$ cat config.mk
export PLATFORM = sky130hd
export DESIGN_NAME = dlfloat_mac_host
export DESIGN_NICKNAME = d
export VERILOG_FILES = /design/src/rtl/dlfloat_pkg.sv /design/src/rtl/dlfloat_pair_fifo.sv /design/src/rtl/dlfloat_mac_host.sv
export SDC_FILE = /design/constraint.sdc
export NUM_CORES = 1
export LEC_CHECK = 0
export CAP_MARGIN = 20
export CORE_MARGIN = 2
export CORE_UTILIZATION = 56
export DETAILED_ROUTE_END_ITERATION = 6
export GPL_ROUTABILITY_DRIVEN = 0
export GPL_TIMING_DRIVEN = 0
export PLACE_DENSITY = 0.79
export SLEW_MARGIN = 10
export SYNTH_ARGS = -nofsm -noshare
export SYNTH_HDL_FRONTEND = slang
export SYNTH_SLANG_ARGS = --single-unit
export TNS_END_PERCENT = 20
$ cat constraint.sdc
create_clock -name clk -period 5 [get_ports clk]
set_input_delay 1 -clock clk [delete_from_list [all_inputs] [get_ports clk]]
set_output_delay 1 -clock clk [all_outputs]
set_load 0.1 [all_outputs]
$ cat src/rtl/dlfloat_pkg.sv
// ---------------------------------------------------------------------------
// dlfloat_pkg
// Shared DLFloat16 definitions for the MAC tile host driver: format widths,
// special encodings, the operand-pair record and the host state encoding.
// ---------------------------------------------------------------------------
package dlfloat_pkg;

  localparam int DLF_W     = 16;
  localparam int DLF_EXP_W = 6;
  localparam int DLF_MAN_W = 9;

  localparam logic [DLF_W-1:0] DLF_NAN  = 16'hFFFF;
  localparam logic [DLF_W-1:0] DLF_ZERO = 16'h0000;

  typedef struct packed {
    logic [DLF_W-1:0] a;
    logic [DLF_W-1:0] b;
  } dlf_pair_t;

  typedef enum logic {
    ST_RUN = 1'b0,
    ST_CLR = 1'b1
  } host_state_t;

endpackage

$ cat src/rtl/dlfloat_pair_fifo.sv
// ---------------------------------------------------------------------------
// dlfloat_pair_fifo
// Synchronous FIFO of operand pairs with a one-edge lookahead view: the head
// and emptiness it will have after the current edge's push/pop. The host uses
// that view to load its registered tile bus at the start of an issue slot.
// Ports:
//   clk, rst_n      clock, asynchronous active-low reset
//   i_push, i_din   write request and pair (ignored while full)
//   i_pop           read request (ignored while empty)
//   o_full          all DEPTH entries occupied
//   o_nxt_empty     FIFO will be empty after this edge
//   o_nxt_head      head entry after this edge (valid when !o_nxt_empty)
// ---------------------------------------------------------------------------
module dlfloat_pair_fifo
  import dlfloat_pkg::*;
#(
  parameter int DEPTH = 4
) (
  input  logic      clk,
  input  logic      rst_n,
  input  logic      i_push,
  input  dlf_pair_t i_din,
  input  logic      i_pop,
  output logic      o_full,
  output logic      o_nxt_empty,
  output dlf_pair_t o_nxt_head
);

  localparam int AW = $clog2(DEPTH);

  dlf_pair_t     r_mem [DEPTH];
  logic [AW-1:0] r_wr;
  logic [AW-1:0] r_rd;
  logic [AW:0]   r_cnt;

  logic          w_empty;
  logic          w_push;
  logic          w_pop;
  logic [AW:0]   w_left;
  logic [AW:0]   w_cnt_nxt;
  logic [AW-1:0] w_rd_nxt;

  assign w_empty   = (r_cnt == '0);
  assign o_full    = (r_cnt == (AW+1)'(DEPTH));
  assign w_push    = i_push & ~o_full;
  assign w_pop     = i_pop & ~w_empty;
  assign w_left    = r_cnt - (AW+1)'(w_pop);
  assign w_cnt_nxt = w_left + (AW+1)'(w_push);
  assign w_rd_nxt  = r_rd + AW'(w_pop);

  assign o_nxt_empty = (w_cnt_nxt == '0);
  // When the pop leaves nothing behind, the only possible next head is the
  // pair being written on this same edge.
  assign o_nxt_head  = (w_left == '0) ? i_din : r_mem[w_rd_nxt];

  // NOTE: state flops use non-blocking assignment so every flop samples the
  // pre-edge values regardless of statement order.
  always_ff @(posedge clk or negedge rst_n) begin
    if (!rst_n) begin
      r_wr  <= '0;
      r_rd  <= '0;
      r_cnt <= '0;
    end else begin
      r_wr  <= r_wr + AW'(w_push);
      r_rd  <= w_rd_nxt;
      r_cnt <= w_cnt_nxt;
    end
  end

  // NOTE: the storage array has no reset; only the pointers and count define
  // which entries are meaningful, and leaving it unreset keeps it a plain RAM.
  always_ff @(posedge clk) begin
    if (w_push) r_mem[r_wr] <= i_din;
  end

endmodule

$ cat src/rtl/dlfloat_mac_host.sv
// ---------------------------------------------------------------------------
// dlfloat_mac_host
// Host-side driver for the byte-serial DLFloat16 MAC tile. Buffers operand
// pairs, drives A then B onto the tile bus in alternating phases, rebuilds
// 16-bit accumulator words from the tile's low/high byte stream and runs an
// accumulator-clear sequence by pulsing the tile reset.
// Ports:
//   clk, rst_n            shared clock, asynchronous active-low reset
//   op_valid/op_ready     operand pair handshake, op_a/op_b operands
//   clr_req, clr_busy     clear request pulse and clear-in-progress flag
//   bus_out               registered tile input bus {uio_in,ui_in}
//   dut_rst_n             tile reset (low during host reset and clear)
//   byte_in               tile output byte (lo in ph1, hi in following ph0)
//   res_valid, res_data   one-cycle result pulse and held {hi,lo} word
// ---------------------------------------------------------------------------
module dlfloat_mac_host
  import dlfloat_pkg::*;
#(
  parameter int FIFO_DEPTH = 4,
  parameter int LAT_PAIRS  = 2,
  parameter int CLR_CYCLES = 2
) (
  input  logic             clk,
  input  logic             rst_n,
  input  logic             op_valid,
  output logic             op_ready,
  input  logic [DLF_W-1:0] op_a,
  input  logic [DLF_W-1:0] op_b,
  input  logic             clr_req,
  output logic             clr_busy,
  output logic [DLF_W-1:0] bus_out,
  output logic             dut_rst_n,
  input  logic [7:0]       byte_in,
  output logic             res_valid,
  output logic [DLF_W-1:0] res_data
);

  localparam int CW = (CLR_CYCLES > 1) ? $clog2(CLR_CYCLES) : 1;

  host_state_t        r_state;
  logic [CW-1:0]      r_clr_cnt;
  logic               r_clr_active;
  logic               r_ph;
  logic               r_issuing;
  logic [DLF_W-1:0]   r_bus_out;
  logic [7:0]         r_lo;
  logic               r_lo_seen;
  logic [LAT_PAIRS-1:0] r_tag;
  logic               r_res_valid;
  logic [DLF_W-1:0]   r_res_data;

  logic               w_push;
  logic               w_pop;
  logic               w_full;
  logic               w_nxt_empty;
  dlf_pair_t          w_nxt_head;
  dlf_pair_t          w_din;
  logic [LAT_PAIRS:0] w_tag_sh;

  assign op_ready  = ~w_full & (r_state == ST_RUN);
  assign w_push    = op_valid & op_ready;
  // A pair leaves the FIFO only when its B half completes; a clear landing on
  // that cycle aborts it so it is sent again afterwards.
  assign w_pop     = (r_state == ST_RUN) & r_ph & r_issuing & ~clr_req;
  assign w_din     = '{a: op_a, b: op_b};
  assign w_tag_sh  = {r_tag, r_issuing};

  assign clr_busy  = r_clr_active;
  assign dut_rst_n = rst_n & ~r_clr_active;
  assign bus_out   = r_bus_out;
  assign res_valid = r_res_valid;
  assign res_data  = r_res_data;

  dlfloat_pair_fifo #(.DEPTH(FIFO_DEPTH)) u_fifo (
    .clk         (clk),
    .rst_n       (rst_n),
    .i_push      (w_push),
    .i_din       (w_din),
    .i_pop       (w_pop),
    .o_full      (w_full),
    .o_nxt_empty (w_nxt_empty),
    .o_nxt_head  (w_nxt_head)
  );

  always_ff @(posedge clk or negedge rst_n) begin
    if (!rst_n) begin
      r_state      <= ST_RUN;
      r_clr_cnt    <= '0;
      r_clr_active <= 1'b0;
      r_ph         <= 1'b0;
      r_issuing    <= 1'b0;
      r_bus_out    <= DLF_ZERO;
      r_lo         <= '0;
      r_lo_seen    <= 1'b0;
      r_tag        <= '0;
      r_res_valid  <= 1'b0;
      r_res_data   <= DLF_ZERO;
    end else begin
      r_res_valid <= 1'b0;
      case (r_state)
        ST_RUN: begin
          if (clr_req) begin
            r_state      <= ST_CLR;
            r_clr_active <= 1'b1;
            r_clr_cnt    <= '0;
            r_ph         <= 1'b0;
            r_issuing    <= 1'b0;
            r_bus_out    <= DLF_ZERO;
            r_lo_seen    <= 1'b0;
            r_tag        <= '0;
          end else begin
            r_ph <= ~r_ph;
            if (r_ph) begin
              // Closing ph1: capture the low byte and open the next issue slot.
              r_lo      <= byte_in;
              r_lo_seen <= 1'b1;
              r_issuing <= ~w_nxt_empty;
              r_bus_out <= w_nxt_empty ? DLF_ZERO : w_nxt_head.a;
            end else begin
              // Closing ph0: head cannot move here, so the lookahead head is
              // the pair currently in issue.
              r_bus_out <= r_issuing ? w_nxt_head.b : DLF_ZERO;
              if (r_lo_seen) begin
                r_tag <= w_tag_sh[LAT_PAIRS-1:0];
                if (r_tag[LAT_PAIRS-1]) begin
                  r_res_valid <= 1'b1;
                  r_res_data  <= {byte_in, r_lo};
                end
              end
            end
          end
        end
        ST_CLR: begin
          if (r_clr_cnt == CW'(CLR_CYCLES - 1)) begin
            r_state      <= ST_RUN;
            r_clr_active <= 1'b0;
            r_issuing    <= ~w_nxt_empty;
            r_bus_out    <= w_nxt_empty ? DLF_ZERO : w_nxt_head.a;
          end else begin
            r_clr_cnt <= r_clr_cnt + 1'b1;
          end
        end
        default: r_state <= ST_RUN;
      endcase
    end
  end

endmodule

; Yosys cells after proc, flatten, opt, wreduce, memory -nomap -nowiden
; Memory sizes are Yosys's and may differ from the RTL's.
; Index checks and enable logic that the tools add are counted.
[totals]
ram_bits = 128
reg_bits = 56
output_inout_bits = 36
input_bits = 44
mem_count = 1
[op_classes]
n_eq_ne = 5
n_bitwise = 15
reduce_logical = 11
add_sub_neg = 5
muxes = 33
[mem_list]
columns = name, words, word_bits, read_ports, rd_ports_with_merged_regs, wr, line
row1 = u_fifo.r_mem, 4, 32, 1, 0, 1, dlfloat_pair_fifo.sv:31  ; dlf_pair_t r_mem [DEPTH];
[op_table]
columns = op, count
row1 = $mux W16, 5
row2 = $mux W32, 1
row3 = $pmux W16 S2, 1
row4 = $mux W1, 19
row5 = $logic_not A3 Y1, 3
row6 = $and A1 B1 Y1, 8
row7 = $pmux W1 S2, 4
row8 = $not A1 Y1, 7
row9 = $mux W2, 3
row10 = $reduce_and A2 Y1, 3
row11 = $reduce_and A3 Y1, 2
row12 = $reduce_and A5 Y1, 1
row13 = $add A2 B1 Y2, 2
row14 = $ne A2 B2 Y1 const B, 2
row15 = $reduce_bool A2 Y1, 2
row16 = $add A3 B1 Y3, 1
row17 = $eq A3 B3 Y1 const B, 1
row18 = $ne A3 B3 Y1 const B, 1
row19 = $sub A3 B1 Y3, 1
row20 = $ne A2 B1 Y1 const B, 1
row21 = $add A1 B1 Y1 const B, 1

; Depth between registers and ports, before layout
; Gate-level depths: netlist of run 1.
[logic_depth]
ltp_word = 12
ltp_mapped = 13

; By module
; From an unflattened synthesis of run 1, not the netlist that was laid out.
[unflattened]
hier_cells = 397
hier_area_um2 = 7578.5
[by_module_without_submodules]
columns = module, seq_area_each_um2, cells_each, area_per_inst_um2, n_inst
row1 = dlfloat_pair_fifo, 4018.9, 235, 5431.5, 1
row2 = dlfloat_mac_host, 1226.2, 162, 2147.1, 1

; Least setup slack after synthesis of run 1
; Ideal clock, no wire load.
[synth_path]
path_type = register to register
from = reg r_state
to = mem u_fifo.r_mem[1][0] (netlist name), enable pin
setup_ns = 0.468
stages_incl_launch_ff = 5
t_arrival_ns = 4.933
slack_ns = -0.401
n_path_buf = 1
synth_period_minus_slack_ns = 5.401
t_required_ns = 4.532
path_cell_list = dfrtp_1 > buf_2 > a31oi_1 > nand2_1 > nor3b_1
[synth_between]
elab_chain_len = 6
[synth_lines]
columns = element, line
row1 = start: declaration, dlfloat_mac_host.sv:40  ; host_state_t r_state;
row2 = start signal: assignment, dlfloat_mac_host.sv:87  ; r_state <= ST_RUN;
row3 = start signal: assignment, dlfloat_mac_host.sv:103  ; r_state <= ST_CLR;
row4 = start signal: assignment, dlfloat_mac_host.sv:135  ; r_state <= ST_RUN;
row5 = $not A1 Y1 (no source line), n/a
row6 = $and A1 B1 Y1, dlfloat_mac_host.sv:60  ; assign op_ready = ~w_full & (r_state == ST_RUN);
row7 = named net op_ready, dlfloat_mac_host.sv:26  ; output logic op_ready,
row8 = $and A1 B1 Y1, dlfloat_mac_host.sv:61  ; assign w_push = op_valid & op_ready;
row9 = $and A1 B1 Y1, dlfloat_pair_fifo.sv:45  ; assign w_push = i_push & ~o_full;
row10 = $mux W1, dlfloat_pair_fifo.sv:73  ; if (w_push) r_mem[r_wr] <= i_din;
row11 = $mux W1 (not written as such), dlfloat_pair_fifo.sv:73
row12 = end: declaration, dlfloat_pair_fifo.sv:31
; The timed path passes the listed nets, and every way through them passes these cells.

; Worst setup path after layout of run 1
[layout_path]
from = in rst_n
to = out dut_rst_n
[layout_between]
elab_chain_len = 1
[layout_lines]
columns = element, line
row1 = start: declaration, dlfloat_mac_host.sv:24  ; input logic rst_n,
row2 = $and A1 B1 Y1, dlfloat_mac_host.sv:69  ; assign dut_rst_n = rst_n & ~r_clr_active;
row3 = end: declaration, dlfloat_mac_host.sv:32  ; output logic dut_rst_n,
; No other way between the ends.

==> run summary, run 1 <==
The area of the placeable core came out at 12600 um^2. The tools report the kind of capture point of the worst setup path as a primary output. The residual overflow from global routing was 0. The number of gates resized after CTS was 0; the post-synthesis register bit count was 184. The number of placed instances, taps included, is 646. Dividing the detail-routed wire length by the instance count gives 21.1 um. The logs give 5250 um^2 for the sequential cell area and 0 for the number of antenna violations at the first check in global routing. The logs give 14300 um for the total wirelength of the detailed-routed design and 435 for the number of nets in the synthesized netlist. The filler cells instantiated in the layout total 795. The finished layout holds 678 standard cells, fillers aside.

The logs give 0 for the final routed DRC violation total and 4223 for the via count of the first global-routing pass. The power density over the cells is 657 nW/um^2, and the number of nets with antenna violations after detailed routing is 0. The detailed router finished its first iteration with 396 violations. The tree built by TritonCTS fans out to 184 sinks. Along the worst path, the maximum fanout reaches 57. The worst setup slack after placement was 0.850 ns. For this run, the top clock speed supported by timing is 255 MHz. Summing internal, switching and leakage power gives 5.88 mW. The first global-routing pass estimated 22700 um of wire. The net count of the finished layout is 543.

Of the cells placed in the final design, the portion with a size suffix greater than 1 is 24.5%. For the count of pins on the block boundary, the log shows 80. Area added between synthesis and finish: 24.4%.

The library cell used most frequently in the layout, excluding fill and tap cells, is edfxtp_1. The synthesized netlist contains 38 unique library cells. Measured against its own limit, the worst slew margin works out to 33.8%.

For the number of setup buffers added after CTS, the log shows 0. For the data arrival time of the critical path, the log shows 2.93 ns. The flow ran to the end, and the final reports show no timing, DRC or antenna violations. No sink is reached through more buffers than the 2 on the longest clock path.

Data on the critical path is required at its endpoint by 4.00 ns. The max-slew violation count is 0. Hold buffer count at cts: 0. The floorplan step set the die width to 117 um. The most used flip-flop cell after synthesis is edfxtp_1. The placement row count is 41, and the share of the cycle needed by the critical path after routing is 78.6%.

The critical path goes through buf_4, nor2b_1, clkdlybuf4s50_1. Shortest period the worst path allows: 3.93 ns. The tightest min-delay check is of the flip-flop to flip-flop type. Dividing the detail-routed via count by the number of cells gives 5.92.

Across the run, the number of max-cap violations was 0. The tools report the register area share after synthesis as 72.8%. The worst setup path is launched from an input port.

The number of warnings reported in the yosys synthesis log came out at 0. Maximum number of pins on one net before global-route repair: 58. TritonCTS built the clock tree. For this design, the slowest cell found on the critical path is clkdlybuf4s50_1. The detailed-routing iteration count for the pre-antenna-repair pass came out at 5. The initial utilization of the core area, before any placement, comes to 57.3%. In this run the static leakage power is 3.31 nW. In this run the clock root is driven by a clkbuf_16.

Across all setup checks in the final design, the least slack found is 1.07 ns. The number of buffers inserted during clock tree synthesis was 17. Summing every instance area after synthesis gives 7200 um^2.

Setup violations remaining at the end of the flow were counted as 0. The H-tree was split into 4 levels. The critical path is of the input port to primary output type.

In this run the vertical extent of the chip is 117 um. Global routing consumed, over all layers together, 21.8% of the routing resources. In the layout the commonest cells are 128 x edfxtp_1, 77 x clkdlybuf4s50_1, 56 x dfrtp_1. Via count of the routed design: 4011.

The mean area per synthesized cell is 18.7 um^2, and the sum of net half-perimeters after detailed placement is 9800 um. The run gives 396 uV as the maximum ir drop on the vdd rail. Synthesis produced 385 cells. Cells fill 71.3% of the core in the end. The async set or reset register ratio after synthesis works out to 30.4%. The run gives 0 as the number of antenna repair diodes.

The total count of hold-check failures in the final report was 0. Count of input and output buffers: 78. Setup repair after global routing left no endpoint under its margin. The worst clock skew is 0.00721 ns, and the slew of the pin with the lowest slew margin is 0.990 ns.

In the final layout, the multi-input gates occupy 1840 um^2. Counting flops with a built-in enable in the synthesized netlist gives 128. The run gives 0.43 ns as the worst-skew pair later-pin latency.

The family with the most delay on the worst path was buffers and inverters. The die covers 13800 um^2. The peak per-stage delay on the critical path is 1.14 ns. Clock-pin slew was measured on the worst setup and hold paths at 0.06 ns.

Across all hold checks on the routed design, the worst slack comes to 0.506 ns. Number of buffer and inverter instances along the worst setup path: 2.
## final cells by class
class / instances / share of cell area, %
tap: 172 / 2.40
buffer: 19 / 1.20
sequential: 184 / 58.5
multi-input combinational: 174 / 20.5
inverter: 8 / 0.335
timing repair buffer: 89 / 10.0
clock inverter: 12 / 1.91
clock buffer: 20 / 5.10
## per-stage QoR
| step | setup TNS (ns) | area [um^2] |
|---|---|---|
| 2_1_floorplan | -32.15 | 7200 |
| 4_1_cts | 0 | 8960 |
| 3_3_place_gp | -111.03 | 8200 |
| 6_report | 0 | 8960 |
| 5_1_grt | 0 | 8960 |
| 3_5_place_dp | 0 | 8330 |
## synthesized netlist by cell type, types with 3 or more instances
cell | number | area (um^2)
and2_1 | 3 | 18.8
a221oi_1 | 3 | 26.3
dfrtp_1 | 56 | 1400
buf_2 | 11 | 55.1
xor2_1 | 3 | 26.3
clkbuf_1 | 4 | 15.0
edfxtp_1 | 128 | 3840
mux2_2 | 24 | 270
mux4_2 | 32 | 721
nand3_1 | 33 | 165
nor2_1 | 4 | 15.0
inv_1 | 8 | 30.0
a222oi_1 | 13 | 130
o21ai_0 | 4 | 20.0
nor3_1 | 3 | 15.0
nand2_1 | 21 | 78.8
ha_1 | 6 | 75.1
## metal layers
| layer | wire [um] | vias up | track usage (%) | share of wire (%) |
|---|---|---|---|---|
| li1 | - | 1755 | - | - |
| met1 | 5820 | 2070 | 27.9 | 41 |
| met2 | 7380 | 160 | 36.7 | 51 |
| met3 | 879 | 26 | 5.30 | 6.1 |
| met4 | 250 | 0 | 7.91 | 1.7 |
| met5 | 0 | - | 0 | 0 |
## power breakdown
part	internal, mW	leakage [nW]	switching [mW]
Clock	0.860	0.302	0.532
Sequential	1.99	1.87	0.159
Combinational	0.828	1.13	1.52
Total	3.67	3.31	2.21
## logic make-up after synthesis
family | count (synthesis) | share of synthesized area (%)
AO/OA/AOI/OAI | 32 | 4.29
flip-flops | 184 | 72.8
multiplexers | 56 | 13.8
adder cells (fa/ha/maj) | 6 | 1.04
XOR/XNOR | 5 | 0.799
buffers and inverters | 27 | 1.91
AND/OR/NAND/NOR | 75 | 5.37
## worst paths after layout
path	slack, ns	endpoint	startpoint	depth (start not counted)
min	0.51	res_data[7]	r_lo[7]	1
max	1.07	dut_rst_n	rst_n	3
min in group asynchronous	0.64	clr_busy	rst_n	1
min reg2reg	0.51	res_data[7]	r_lo[7]	1
max reg2reg	1.45	bus_out[1]	r_ph	9
max in group asynchronous	3.86	res_data[14]	rst_n	1
## state kept, by name, indices dropped and copies added, names as in the netlist, 2 cells and up
register / count
bus_out: 16
u_fifo.r_mem: 128
u_fifo.r_wr: 2
u_fifo.r_rd: 2
res_data: 16
r_tag: 2
r_lo: 8
u_fifo.r_cnt: 3
Power figures use the tool's default switching activity.
==> run 2, diff against run 1 <==
CORE_UTILIZATION = 50   (was 56)
PLACE_DENSITY = 0.75   (was 0.79)
clock period = 3.45 ns   (was 5 ns; I/O delays follow)
==> run summary, run 2 (synthesized netlist as in run 1, its figures left out) <==
The flow ran to the end, but the final reports show violations. The checks that failed: design-rule violations. Data arrives at the worst endpoint at 3.55 ns.

Number of antenna violations at the first check in global routing: 0. The number of buffers inserted during clock tree synthesis was 17; the slew of the pin with the lowest slew margin was 0.999 ns. After routing the design area is 9030 um^2.

TritonCTS built the clock tree. The peak per-stage delay on the critical path is 0.44 ns, and the met1 track demand over resource is 27.1%. The residual overflow from global routing was 0; the detailed-routing iteration count for the pre-antenna-repair pass was 7. The smallest clock period supported by the final layout is computed as 3.24 ns. The detail-routed via count per cell works out to 5.83.

OpenSTA, run right after detailed placement, puts the worst setup slack at -0.265 ns. The total track usage is 21.3%, and the DRC violation total after the first TritonRoute iteration is 333. The run gives 3.76 ns as the required time at the worst-slack endpoint.

The worst setup path is of the flip-flop to flip-flop kind. The maximum clock path buffer count came out at 2. The maximum ir drop on the vdd rail is 610 uV. The initial cell density of the core is 51.5%, and the worst clock skew is 0.00741 ns.

Ranked by flip-flop count, first place goes to u_fifo.r_mem. The number of cells in the finished layout apart from fillers is 684. Summing internal, switching and leakage power gives 8.62 mW. Entering global routing, the biggest net connects 58 pins.

Number of max-capacitance violations reported: 0. The logs give 15400 um^2 for the die outline area and 33.2% for the tightest slew margin relative to the limit. The H-tree depth reported by CTS came out at 4.

The power density over the cells was 954 nW/um^2; the cell count after placement was 650. The total negative setup slack is 0 ns, and the share of the cycle needed by the critical path after routing is 93.8%. STA classifies the critical path endpoint as a flip-flop. In the layout the commonest cells are 128 x edfxtp_1, 76 x clkdlybuf4s50_1, 56 x dfrtp_1.

The tools report the worst-skew pair later-pin latency as 0.44 ns. At the end of the flow the core is filled with cells to 64.5%. Hold is met by 0.313 ns.

The number of antenna repair diodes is 0, and the chip height is 124 um. Setup violations remaining at the end of the flow were counted as 0. After detailed placement, the total cell area comes to 8390 um^2. 80 I/O pins were placed. Port buffering added 78 buffers.

The tools report the placement row count as 43. Counting every sink on the clock net gives 184. The first global-routing pass estimated 23200 um of wire. From left edge to right edge, the die measures 124 um. The kind of cell with the highest combined delay along the critical path is simple AND/OR/NAND/NOR gates. The global routing stage identified its most utilized layer as met2. For this design the static power due to leakage is 3.33 nW. The register with the most flip-flops in the layout has 128 of them. Of all nets on the critical path, the largest fanout is 10. The number of buffer and inverter instances along the worst setup path is 4, and the area of the placeable core is 14000 um^2. Walking the worst path, the cells encountered are or3b_4, buf_4, nor2_1, ha_1, inv_1, ha_1, ha_1, nor3_1, a2111oi_4, buf_4, buf_6, nand2_1, nand3_1.

In this run the worst hold path is classified as input port to asynchronous set/reset pin. In the final routed layout, each cell accounts on average for 22.1 um. The post-route netlist has 24.4% of its cells at a drive strength greater than 1. The max-slew violation count was 0.

The count of nets left with antenna violations once routing finished came out at 0. Routing usage on met2: 34.8%. Most frequent standard cell in the layout excluding fill and tap cells: edfxtp_1. The sum of net half-perimeters after detailed placement was 10100 um.

Buffers inserted to repair hold after CTS numbered 0. For the total count of hold-check failures in the final report, the log shows 0. The net count of the finished layout is 541.

The area growth from synthesis to layout is 25.3%. Summing over every cut layer, the via total after detailed routing is 3990. In the global route stage, met3 resource usage came out at 5.59%. Setup repair after global routing left no endpoint under its margin. Setup slack closes at 0.214 ns.

The tools report the total wirelength of the detailed-routed design as 15100 um. The root buffer cell chosen for the clock tree is clkbuf_16. The critical path's most frequent cell was ha_1. Static timing analysis puts the maximum clock frequency at 309 MHz. The worst setup path is launched from a flip-flop.

Final routed DRC violation total: 3. For this design, the slowest cell found on the critical path is dfrtp_1. The via count of the first global-routing pass was 4174; the CTS clock-pin slew for the worst setup and hold paths was 0.07 ns.
run 2: cell types whose count changed in the layout (fill, tap and decap cells not counted), sizes merged, moves of 2 or more:
cell	previous run	this run
inv	9	16
buf	27	24
clkbuf	24	22
clkinvlp	3	1
run 2: path summary, 6_finish.rpt:
check / depth (start not counted) / to / slack (ns) / startpoint
min in group clk: 2 / r_lo_seen / 0.48 / clr_req
worst min register to register: 1 / res_data[15] / 0.51 / res_data[15]
worst min-delay path: 1 / r_clr_cnt / 0.31 / rst_n
max in group asynchronous: 1 / res_data[0] / 2.64 / rst_n
worst max register to register: 13 / bus_out[12] / 0.21 / r_ph
worst max-delay path: 13 / bus_out[12] / 0.21 / r_ph
run 2: final cells by class:
type	instances	area, um^2
plain buffers	19	113
clock buffers	17	425
clock inverters	15	186
fillers	966	4960
inverters	8	30.0
multi-input cells	174	1870
flip-flops and latches	184	5250
well taps	180	225
repair buffers	87	935
run 2: routing by layer:
metal,share of wire [%],vias to the layer above
met1,40,2038
met3,7.3,20
met4,1.5,0
met5,0,-
met2,51,168
li1,-,1764
run 2: report_power, final:
part	switching [mW]	total, mW	internal, mW
Combinational	2.24	3.48	1.24
Clock	0.863	2.02	1.16
Sequential	0.240	3.12	2.88
Total	3.34	8.62	5.27
run 2: timing repair:
| action | 4_1_cts | 5_1_grt |
|---|---|---|
| endpoints found under the setup margin | 0 | 16 |
| buffers inserted | 0 | 2 |
| resized for setup | 0 | 5 |
==> run 3, diff against run 2 <==
CORE_ASPECT_RATIO = 0.7   (was not set)
HOLD_SLACK_MARGIN = 0.02   (was not set)
==> run summary, run 3 (synthesized netlist as in run 1, its figures left out) <==
The run finished with clean final reports. For met1 alone, demand over resource in global routing was 29.6%. The tools report the start of the worst register-to-register path as r_ph. For this run, the top clock speed supported by timing is 310 MHz. The run gives 3.81 ns as the required time at the worst-slack endpoint. The run gives 36 as the placement row count. The net count of the finished layout is 540.

The combinational fraction of design power was 39.9%; the global-route track usage on met3 was 5.13%. Measured on the finished design, the core utilization comes to 64.5%. For the number of setup buffers added after CTS, the log shows 0.

The routed design could run at a clock period as short as 3.23 ns. The sum of net half-perimeters after detailed placement was 10100 um. CTS placed an instance of clkbuf_16 at the clock tree root. Clock-pin slew was measured on the worst setup and hold paths at 0.06 ns. The tools report the total setup violations reported at the end of the flow as 0. After detailed routing, the number of remaining DRC violations is 0. The clock network burns 24.2% of the power. For this design, the sink count on the clock tree is 184. The total track usage was 21.1%. The initial cell density of the core is 51.4%. The capturing point of the worst reg2reg path is bus_out[5]. The die is 104 um tall. In this run the worst hold path is classified as input port to asynchronous set/reset pin. Number of cells on the worst reg-to-reg path: 12. The area growth from synthesis to layout is 25.5%. The category of the worst setup path launch point was a flip-flop.

The internal power of the cells totals 5.39 mW. The detailed-routing iteration count for the pre-antenna-repair pass came out at 7. The max-slew violation count is 0, and the residual overflow from global routing is 0. The startpoint of the most critical setup path is r_ph. The class of the most critical setup path is flip-flop to flip-flop. For the post-route standard cell area excluding fillers, the log shows 9040 um^2.

Entering global routing, the biggest net connects 58 pins. The largest driver fanout on the critical path works out to 10. The layer flagged by global routing as most heavily used is met2.

The count of buffers added on input and output ports is 78. After layout, the design draws a total of 8.71 mW. Of the total power, the share spent switching nets is 38.1%.

TritonCTS built the clock tree. Per report_power, the sequential group accounts for 35.9% of the total. In this run the tightest slew margin relative to its limit is 33.0%. The logs give 14000 um^2 for the area of the placeable core and 8380 um^2 for the post-detailed-placement cell area. The repair_antennas step left the layout with diodes totalling 0.

The library cell used most frequently in the layout, excluding fill and tap cells, is edfxtp_1. The routing usage on met2 is 32.9%, and the worst hold slack after final layout is 0.335 ns. The register with the most flip-flops in the layout has 128 of them. The tools report the number of buffers inserted during clock tree synthesis as 17.

The die is 147 um wide. For the data arrival time of the critical path, the log shows 3.59 ns. Following the worst setup path forward leads to its endpoint at bus_out[5]. Ranked by flip-flop count, first place goes to u_fifo.r_mem. For the leakage component of the power, the log shows 3.32 nW. The H-tree depth reported by CTS came out at 4. For the final database, setup skew stands at 0.0118 ns. The final route contains 4025 vias. The routed design has 15300 um of wire.

The total count of hold-check failures in the final report was 0. The analysis attributes to net switching a power of 3.32 mW. The floorplan step defined a die boundary enclosing 15400 um^2. Max-cap violations in this run came to 0.

Slew of the pin with the lowest slew margin: 1.00 ns. The wire length of the first global-routing pass is 23900 um. Leaving out fill and tap cells, the most frequent cells in the layout are 128 x edfxtp_1, 76 x clkdlybuf4s50_1, 56 x dfrtp_1.

The tools report the number of nets with antenna violations after detailed routing as 0. After layout, the worst path uses 93.6% of the clock period. The reg-to-reg setup timing slack was 0.22 ns; the maximum clock path buffer count was 2.

The detail-routed via count per cell is 5.81. The number of antenna violations at the first check in global routing is 0, and the DRC violation total after the first TritonRoute iteration is 443. Fraction of final layout cells sized beyond drive strength 1: 23.9%. IR analysis of the VDD net gives a maximum drop of 617 uV. The worst-skew pair later-pin latency was 0.43 ns. In the final routed layout, each cell accounts on average for 22.1 um. Power spread over the standard cell area amounts to 964 nW/um^2. Setup repair after global routing left no endpoint under its margin. For this design the top-level I/O count stands at 80.

Via count of the first global-routing pass: 4176. STA classifies the critical path endpoint as a flip-flop.
## run 3: power groups by stage
stage / clock (mW) / sequential [mW] / combinational, mW
6_report: 2.11 / 3.13 / 3.48
5_1_grt: 2.21 / 3.17 / 3.66
4_1_cts: 2.13 / 3.12 / 3.50
3_5_place_dp: 0 / 3.16 / 3.47
3_3_place_gp: 0 / 3.13 / 3.33
2_1_floorplan: 0 / 4.06 / 1.60
## run 3: per-stage QoR
step / instances / setup WS (ns) / TNS, ns
detailed placement: 661 / -0.234 / -2.47
global placement: 653 / -1.76 / -67.89
floorplan: 385 / -0.226 / -18.23
global route: 693 / 0.0328 / 0
finish: 693 / 0.220 / 0
CTS: 693 / 0.0539 / 0
## run 3: how the worst min path moves through the flow
stage	start	endpoint	slack, ns	depth (start not counted)
4_1_cts	rst_n	bus_out[10]	0.36	1
3_5_place_dp	r_lo[1]	r_lo[1]	0.49	1
6_report	rst_n	bus_out[0]	0.33	1
5_1_grt	rst_n	bus_out[0]	0.37	1
3_3_place_gp	r_lo[3]	res_data[3]	0.48	1
2_1_floorplan	rst_n	bus_out[0]	0.39	0
## run 3: timing repair
item / in CTS / in global routing
gates resized for setup: 0 / 4
hold buffers: 0 / 0
endpoints found under the setup margin: 0 / 15
## run 3: final cells by class
| cell class | count | area, um^2 |
|---|---|---|
| plain buffers | 19 | 113 |
| clock buffers | 21 | 440 |
| clock inverters | 11 | 196 |
| fillers | 959 | 4970 |
| inverters | 8 | 30.0 |
| multi-input cells | 174 | 1870 |
| flip-flops and latches | 184 | 5250 |
| well taps | 190 | 238 |
| repair buffers | 86 | 906 |
## run 3: metal layers
layer  vias up  part of all wire (%)
met5         -                     0
met3        14                   6.9
met2       160                    49
met4         0                   1.1
met1      2098                    43
li1       1753                     -
## run 3: worst max-delay path, cell delays in order (launching register included)
cell	delay, ns
dfrtp_1	0.44
or3b_4	0.43
buf_4	0.20
nor2_1	0.19
ha_1	0.27
inv_1	0.08
ha_1	0.19
ha_1	0.32
nor3_1	0.10
a2111oi_4	0.56
buf_6	0.24
nand2_1	0.08
nand3_1	0.08
==> RTL change 1: new RTL, flow settings as in run 2 <==
Set the parameter `LAT_PAIRS` to 4 (it was 2).
--- a/src/rtl/dlfloat_mac_host.sv
+++ b/src/rtl/dlfloat_mac_host.sv
@@ -17,7 +17,7 @@
   import dlfloat_pkg::*;
 #(
   parameter int FIFO_DEPTH = 4,
-  parameter int LAT_PAIRS  = 2,
+  parameter int LAT_PAIRS  = 4,
   parameter int CLR_CYCLES = 2
 ) (
   input  logic             clk,
Formal check against the unedited RTL: not equivalent (Yosys sat finds a counterexample within 10 cycles, from zero or initial values and one cycle with rst_n low).
==> RTL change 1 against run 2 <==
Sequential power increased by 2%. Combinational power increased by 3%. Sequential cell count increased by 2. Total power increased by 0.32%. First-iteration DRC count increased by 7.2%. Largest cell class unchanged. Routed wire length increased by 0.41%. Setup slack got worse by 67 ps. Clock power decreased by 7%. Utilization decreased by 0.91 points. Final area increased by 1.3%. Synthesized area increased by 1.1%. Clock skew decreased by 0.70 ps.
==> RTL change 1: results (changes against run 2) <==
----------------------------------------------------
[Outcome]
  Outcome ... finished, final reports clean

[Setup path]
  Critical R2R Launch ... r_state
  WP data arrival ... 3660 ps (+110 ps)
  Top fanout value on the critical path ... 10 (unchanged)
  Reg-to-reg slack, setup ... 320 ps (+110 ps)
  Cell with the largest stage delay on the worst path ... sky130_fd_sc_hd__clkdlybuf4s50_1
  Critical path startpoint ... clr_req
  Worst path top cell family by delay ... buffers and inverters

[Finish]
  Count of fill cells added during filler insertion ... 985 (+2.0%)
  Layout cell share with drive strength beyond 1 ... 25.1% (+0.74 points)
  Layout Nets ... 554 (+2.4%)

[Logic synthesis]
  Total nets after synthesis ... 442 (+1.6%)
  Cell types with the largest area share after synthesis ... sky130_fd_sc_hd__edfxtp_1 53%, sky130_fd_sc_hd__dfrtp_1 20%, sky130_fd_sc_hd__mux4_2 9.9%
  Number of different library cells in the post-synthesis netlist ... 39 (+2.6%)
  FFs w/ async S/R, synth ... 31.2% (+0.75 points)
  Yosys warning count ... 0 (unchanged)
  Most instantiated cells after synthesis ... 128 x sky130_fd_sc_hd__edfxtp_1, 58 x sky130_fd_sc_hd__dfrtp_1, 33 x sky130_fd_sc_hd__nand3_1
  Most common cell in the netlist ... sky130_fd_sc_hd__edfxtp_1
  Fraction of the yosys area taken by sequential cells ... 72.8% (-0.076 points)

[GRT]
  GRT Resource Usage Total ... 20.7% (-0.57 points)
  Via count of the first global-routing pass ... 4271 (+2.3%)
  Pin count of the biggest net entering global routing ... 60 (+3.4%)
  Wire length of the first global-routing pass ... 24100 µm (+3.9%)

[CTS]
  Maximum buffer depth of the clock tree ... 2 (unchanged)
  Later-pin clock latency in the skew report ... 420 ps (-20 ps)

[Power and ir drop]
  Net switching power ... 0.00340 W (+1.8%)
  Worst vdd ir ... 615 µV (+0.88%)
  Static leakage ... 3.38 nW (+1.3%)

[Hold path]
  Hold Crit Class ... input port to async pin

[Detailed routing]
  DRC marker count from the first detailed-route iteration ... 357 (+7.2%)
  Wire length after detailed routing ... 15200 µm (+0.41%)
  Total iterations of the first detailed-routing run ... 6 (-1)
  Vias after detailed routing ... 4071 (+2.0%)

[Timing]
  Final clock skew ... 6.71 ps (-0.701 ps)
  Post-layout min period ... 3300 ps (+66.5 ps)
  Final-layout worst hold slack ... 356 ps (+43.5 ps)
  Worst-case headroom to the max-slew limit ... 33.2% (+0.080 points)

[Placement]
  Input/output buffers ... 79 (+1.3%)
  Worst slack, placed ... -976 ps (-711 ps)
  Dpl hpwl ... 9820 µm (-2.6%)

----------------------------------------------------
==> RTL change 1: worst paths after layout <==
kind                                    to  cells after the start
setup / recovery               bus_out[10]                     13
hold / removal             u_fifo.r_cnt[2]                      1
setup reg to reg               bus_out[10]                     12
hold reg to reg                res_data[2]                      1
max in group asynchronous     res_data[13]                      1
min in group clk               res_data[2]                      1
==> RTL change 1: what timing repair did <==
item                                    CTS  global route
endpoints found under the setup margin   16            14
gates cloned                              0             0
gates resized for setup                   4             7
pin swaps                                 1             2
buffers inserted                          1             6
==> RTL change 1: through the flow <==
step	TNS, ps	power (W)	cells	area (µm²)
after floorplan	-5900	0.00574	392	7300
after global routing	0	0.00902	701	9140
final	0	0.00864	701	9140
after CTS	0	0.00863	695	9070
after detailed placement	-15140	0.00672	662	8480
after global placement	-91780	0.00656	655	8320
==> RTL change 1: final cells by class <==
type	count	area share [%]
tap	184	2.52
clock inverter	14	1.51
inverter	8	0.328
timing repair buffer	93	10.8
buffer	19	1.19
clock buffer	18	4.80
multi-input combinational	179	21.0
sequential	186	57.9
==> RTL change 1: worst register-to-register path, delay by kind of cell (launching register included) <==
| kind | cells | cell delay, ps |
|---|---|---|
| buffers and inverters | 3 | 820 |
| adders and majority gates | 3 | 740 |
| DFF | 1 | 450 |
| AOI/OAI and AO/OA | 2 | 440 |
| and+or+nand+nor | 3 | 310 |
| xor gates and xnor gates | 1 | 290 |
==> RTL change 1: metal layers <==
layer | vias to the layer above | share of wire (%) | track usage [%] | routed length, µm
met1 | 2113 | 42 | 27.5 | 6350
met3 | 21 | 5.9 | 5.50 | 901
met4 | 0 | 1.6 | 6.74 | 242
met2 | 144 | 51 | 33.8 | 7670
met5 | - | 0 | 0 | 0
li1 | 1793 | - | - | -
==> RTL change 1: cell families after synthesis <==
group,count (synthesis),synth area share (%)
compound gates,36,4.64
xor+xnor,5,0.791
buf+inv,27,1.75
fa+ha+maj,6,1.03
flops,186,72.8
simple gates,76,5.41
mux,56,13.6
==> RTL change 1: power groups by stage <==
stage	registers (W)	clock network [W]	logic (W)
final	0.00317	0.00188	0.00359
after global routing	0.00323	0.00200	0.00379
after CTS	0.00317	0.00191	0.00355
after detailed placement	0.00321	0	0.00351
after global placement	0.00319	0	0.00338
after floorplan	0.00414	0	0.00160
==> RTL change 2: new RTL, settings of run 2 <==
Without the edit above. Make the reset (`rst_n`) synchronous in 2 clocked blocks. Comments in the files are not updated.
--- a/src/rtl/dlfloat_pair_fifo.sv
+++ b/src/rtl/dlfloat_pair_fifo.sv
@@ -55,7 +55,7 @@
 
   // NOTE: state flops use non-blocking assignment so every flop samples the
   // pre-edge values regardless of statement order.
-  always_ff @(posedge clk or negedge rst_n) begin
+  always_ff @(posedge clk) begin
     if (!rst_n) begin
       r_wr  <= '0;
       r_rd  <= '0;
--- a/src/rtl/dlfloat_mac_host.sv
+++ b/src/rtl/dlfloat_mac_host.sv
@@ -82,7 +82,7 @@
     .o_nxt_head  (w_nxt_head)
   );
 
-  always_ff @(posedge clk or negedge rst_n) begin
+  always_ff @(posedge clk) begin
     if (!rst_n) begin
       r_state      <= ST_RUN;
       r_clr_cnt    <= '0;
Behaviour: differs if rst_n is asserted again (counterexample within 4 cycles, from zero or initial values and one cycle with rst_n low); with rst_n held inactive, the same outputs for 4 cycles.
==> RTL change 2 against run 2 <==
Final area decreased by 2.1%. Sequential cell count unchanged. Synthesized area decreased by 2.1%. Routed wire length up 0.88%. Setup slack got worse by 76 ps. Critical endpoint is now dut_rst_n. Fmax is 2.3% lower. Non-clock buffer count up 4. Global-route usage rose by 0.34 points. First-iteration DRC count increased by 29%.
Power is not compared: it rests on default switching activity, and its combinational part moved more than twofold at a synthesized area within 25%.
==> RTL change 2: results (changes against run 2) <==
----------------------------------------------------
[GRT]
  Wire length of the first global-routing pass ... 23400 µm (+0.77%)
  Pin count of the biggest net entering global routing ... 26 (-55%)
  GRT Resource Usage Total ... 21.6% (+0.34 points)
  Antenna violations before repair ... 0 (unchanged)

[Setup path]
  Critical R2R Launch ... r_ph
  Reg-to-reg slack, setup ... 310 ps (+100 ps)
  Capturing point of the worst reg2reg path ... bus_out[5]
  WP data arrival ... 2620 ps (-930 ps)
  Length in cells of the worst reg-to-reg path ... 8 (-5)
  Top fanout value on the critical path ... 10 (unchanged)

[Detailed routing]
  Total iterations of the first detailed-routing run ... 5 (-2)
  Wire length after detailed routing ... 15200 µm (+0.88%)
  DRC marker count from the first detailed-route iteration ... 430 (+29%)
  Vias after detailed routing ... 4209 (+5.5%)

[Logic synthesis]
  FFs w/ async S/R, synth ... 0% (-30 points)
  Total nets after synthesis ... 482 (+11%)
  Number of different library cells in the post-synthesis netlist ... 42 (+11%)
  Most instantiated cells after synthesis ... 128 x sky130_fd_sc_hd__edfxtp_1, 56 x sky130_fd_sc_hd__dfxtp_1, 50 x sky130_fd_sc_hd__nand2_1

[Placement]
  Dpl hpwl ... 10300 µm (+2.1%)
  Placed Area ... 8250 µm² (-1.6%)
  Worst slack, placed ... -460 ps (-194 ps)

[Finish]
  Layout cell share with drive strength beyond 1 ... 17.7% (-6.7 points)
  Most flops, register ... u_fifo.r_mem

[Timing]
  Final clock skew ... 5.47 ps (-1.94 ps)
  Transition time at the pin with the least slew margin ... 1030 ps (+26.9 ps)

[Outcome]
  Outcome ... finished, final reports clean

[Hold path]
  Hold Crit Class ... register to register

----------------------------------------------------
==> RTL change 2: how the worst max path moves through the flow <==
| stage | slack [ps] | to | start | cells after the start |
|---|---|---|---|---|
| after floorplan | -90 | u_fifo.r_mem[1][0] | r_state | 4 |
| after global placement | -630 | u_fifo.r_mem[1][1] | op_valid | 3 |
| after detailed placement | -460 | dut_rst_n | rst_n | 5 |
| after CTS | 120 | dut_rst_n | rst_n | 5 |
| after global routing | 1 | dut_rst_n | rst_n | 5 |
| final | 140 | dut_rst_n | rst_n | 5 |
==> RTL change 2: where the power goes <==
part	leakage [nW]	switching, W	total (W)	internal, W
registers	1.62	0.0000323	0.00248	0.00245
clock network	0.278	0.000766	0.00190	0.00114
logic	1.06	0.000266	0.000445	0.000180
total	2.96	0.00106	0.00483	0.00377
==> RTL change 2: per-layer routing <==
layer | wire [µm] | vias up | global-route usage, %
li1 | - | 1901 | -
met1 | 6210 | 2097 | 27.4
met2 | 7740 | 182 | 36.3
met3 | 974 | 29 | 5.34
met4 | 318 | 0 | 7.83
met5 | 0 | - | 0
==> RTL change 2: worst max-delay path: stages <==
cell	delay, ps
sky130_fd_sc_hd__clkdlybuf4s50_1	670
sky130_fd_sc_hd__clkinv_1	260
sky130_fd_sc_hd__clkbuf_1	290
sky130_fd_sc_hd__nor2_1	150
sky130_fd_sc_hd__clkdlybuf4s18_2	550
==> RTL change 2: kinds of logic (layout without fill, tap and decap cells) <==
family	count (synthesis)	in the layout	synth area share (%)
adder cells (fa/ha/maj)	6	6	1.06
flip-flops	184	184	70.4
AO/OA/AOI/OAI	72	72	7.17
AND/OR/NAND/NOR	86	86	5.99
XOR/XNOR	4	4	0.603
multiplexers	48	48	12.5
buffers and inverters	32	148	2.31
==> RTL change 2: per-stage QoR <==
| stage | hold WS [ps] | std cells | TNS (ps) | utilization, % |
|---|---|---|---|---|
| 2_1_floorplan | 432 | 432 | -5210 | - |
| 3_3_place_gp | 441 | 690 | -57860 | 58.4 |
| 3_5_place_dp | 449 | 697 | -591 | 59.7 |
| 4_1_cts | 458 | 728 | 0 | 63.9 |
| 5_1_grt | 475 | 728 | 0 | 63.9 |
| 6_report | 456 | 728 | 0 | 63.9 |
==> RTL change 2: area by class of cell <==
| class | count | area, µm² |
|---|---|---|
| plain buffers | 25 | 136 |
| clock buffers | 24 | 492 |
| clock inverters | 7 | 92.6 |
| fillers | 980 | 4990 |
| inverters | 7 | 26.3 |
| multi-input cells | 216 | 1970 |
| flip-flops and latches | 184 | 4960 |
| well taps | 180 | 225 |
| repair buffers | 85 | 928 |
==> RTL change 2: repair_timing <==
item                       in CTS  in global routing
resized for setup               3                  1
hold endpoints to repair        0                  0
setup endpoints to repair       1                  1
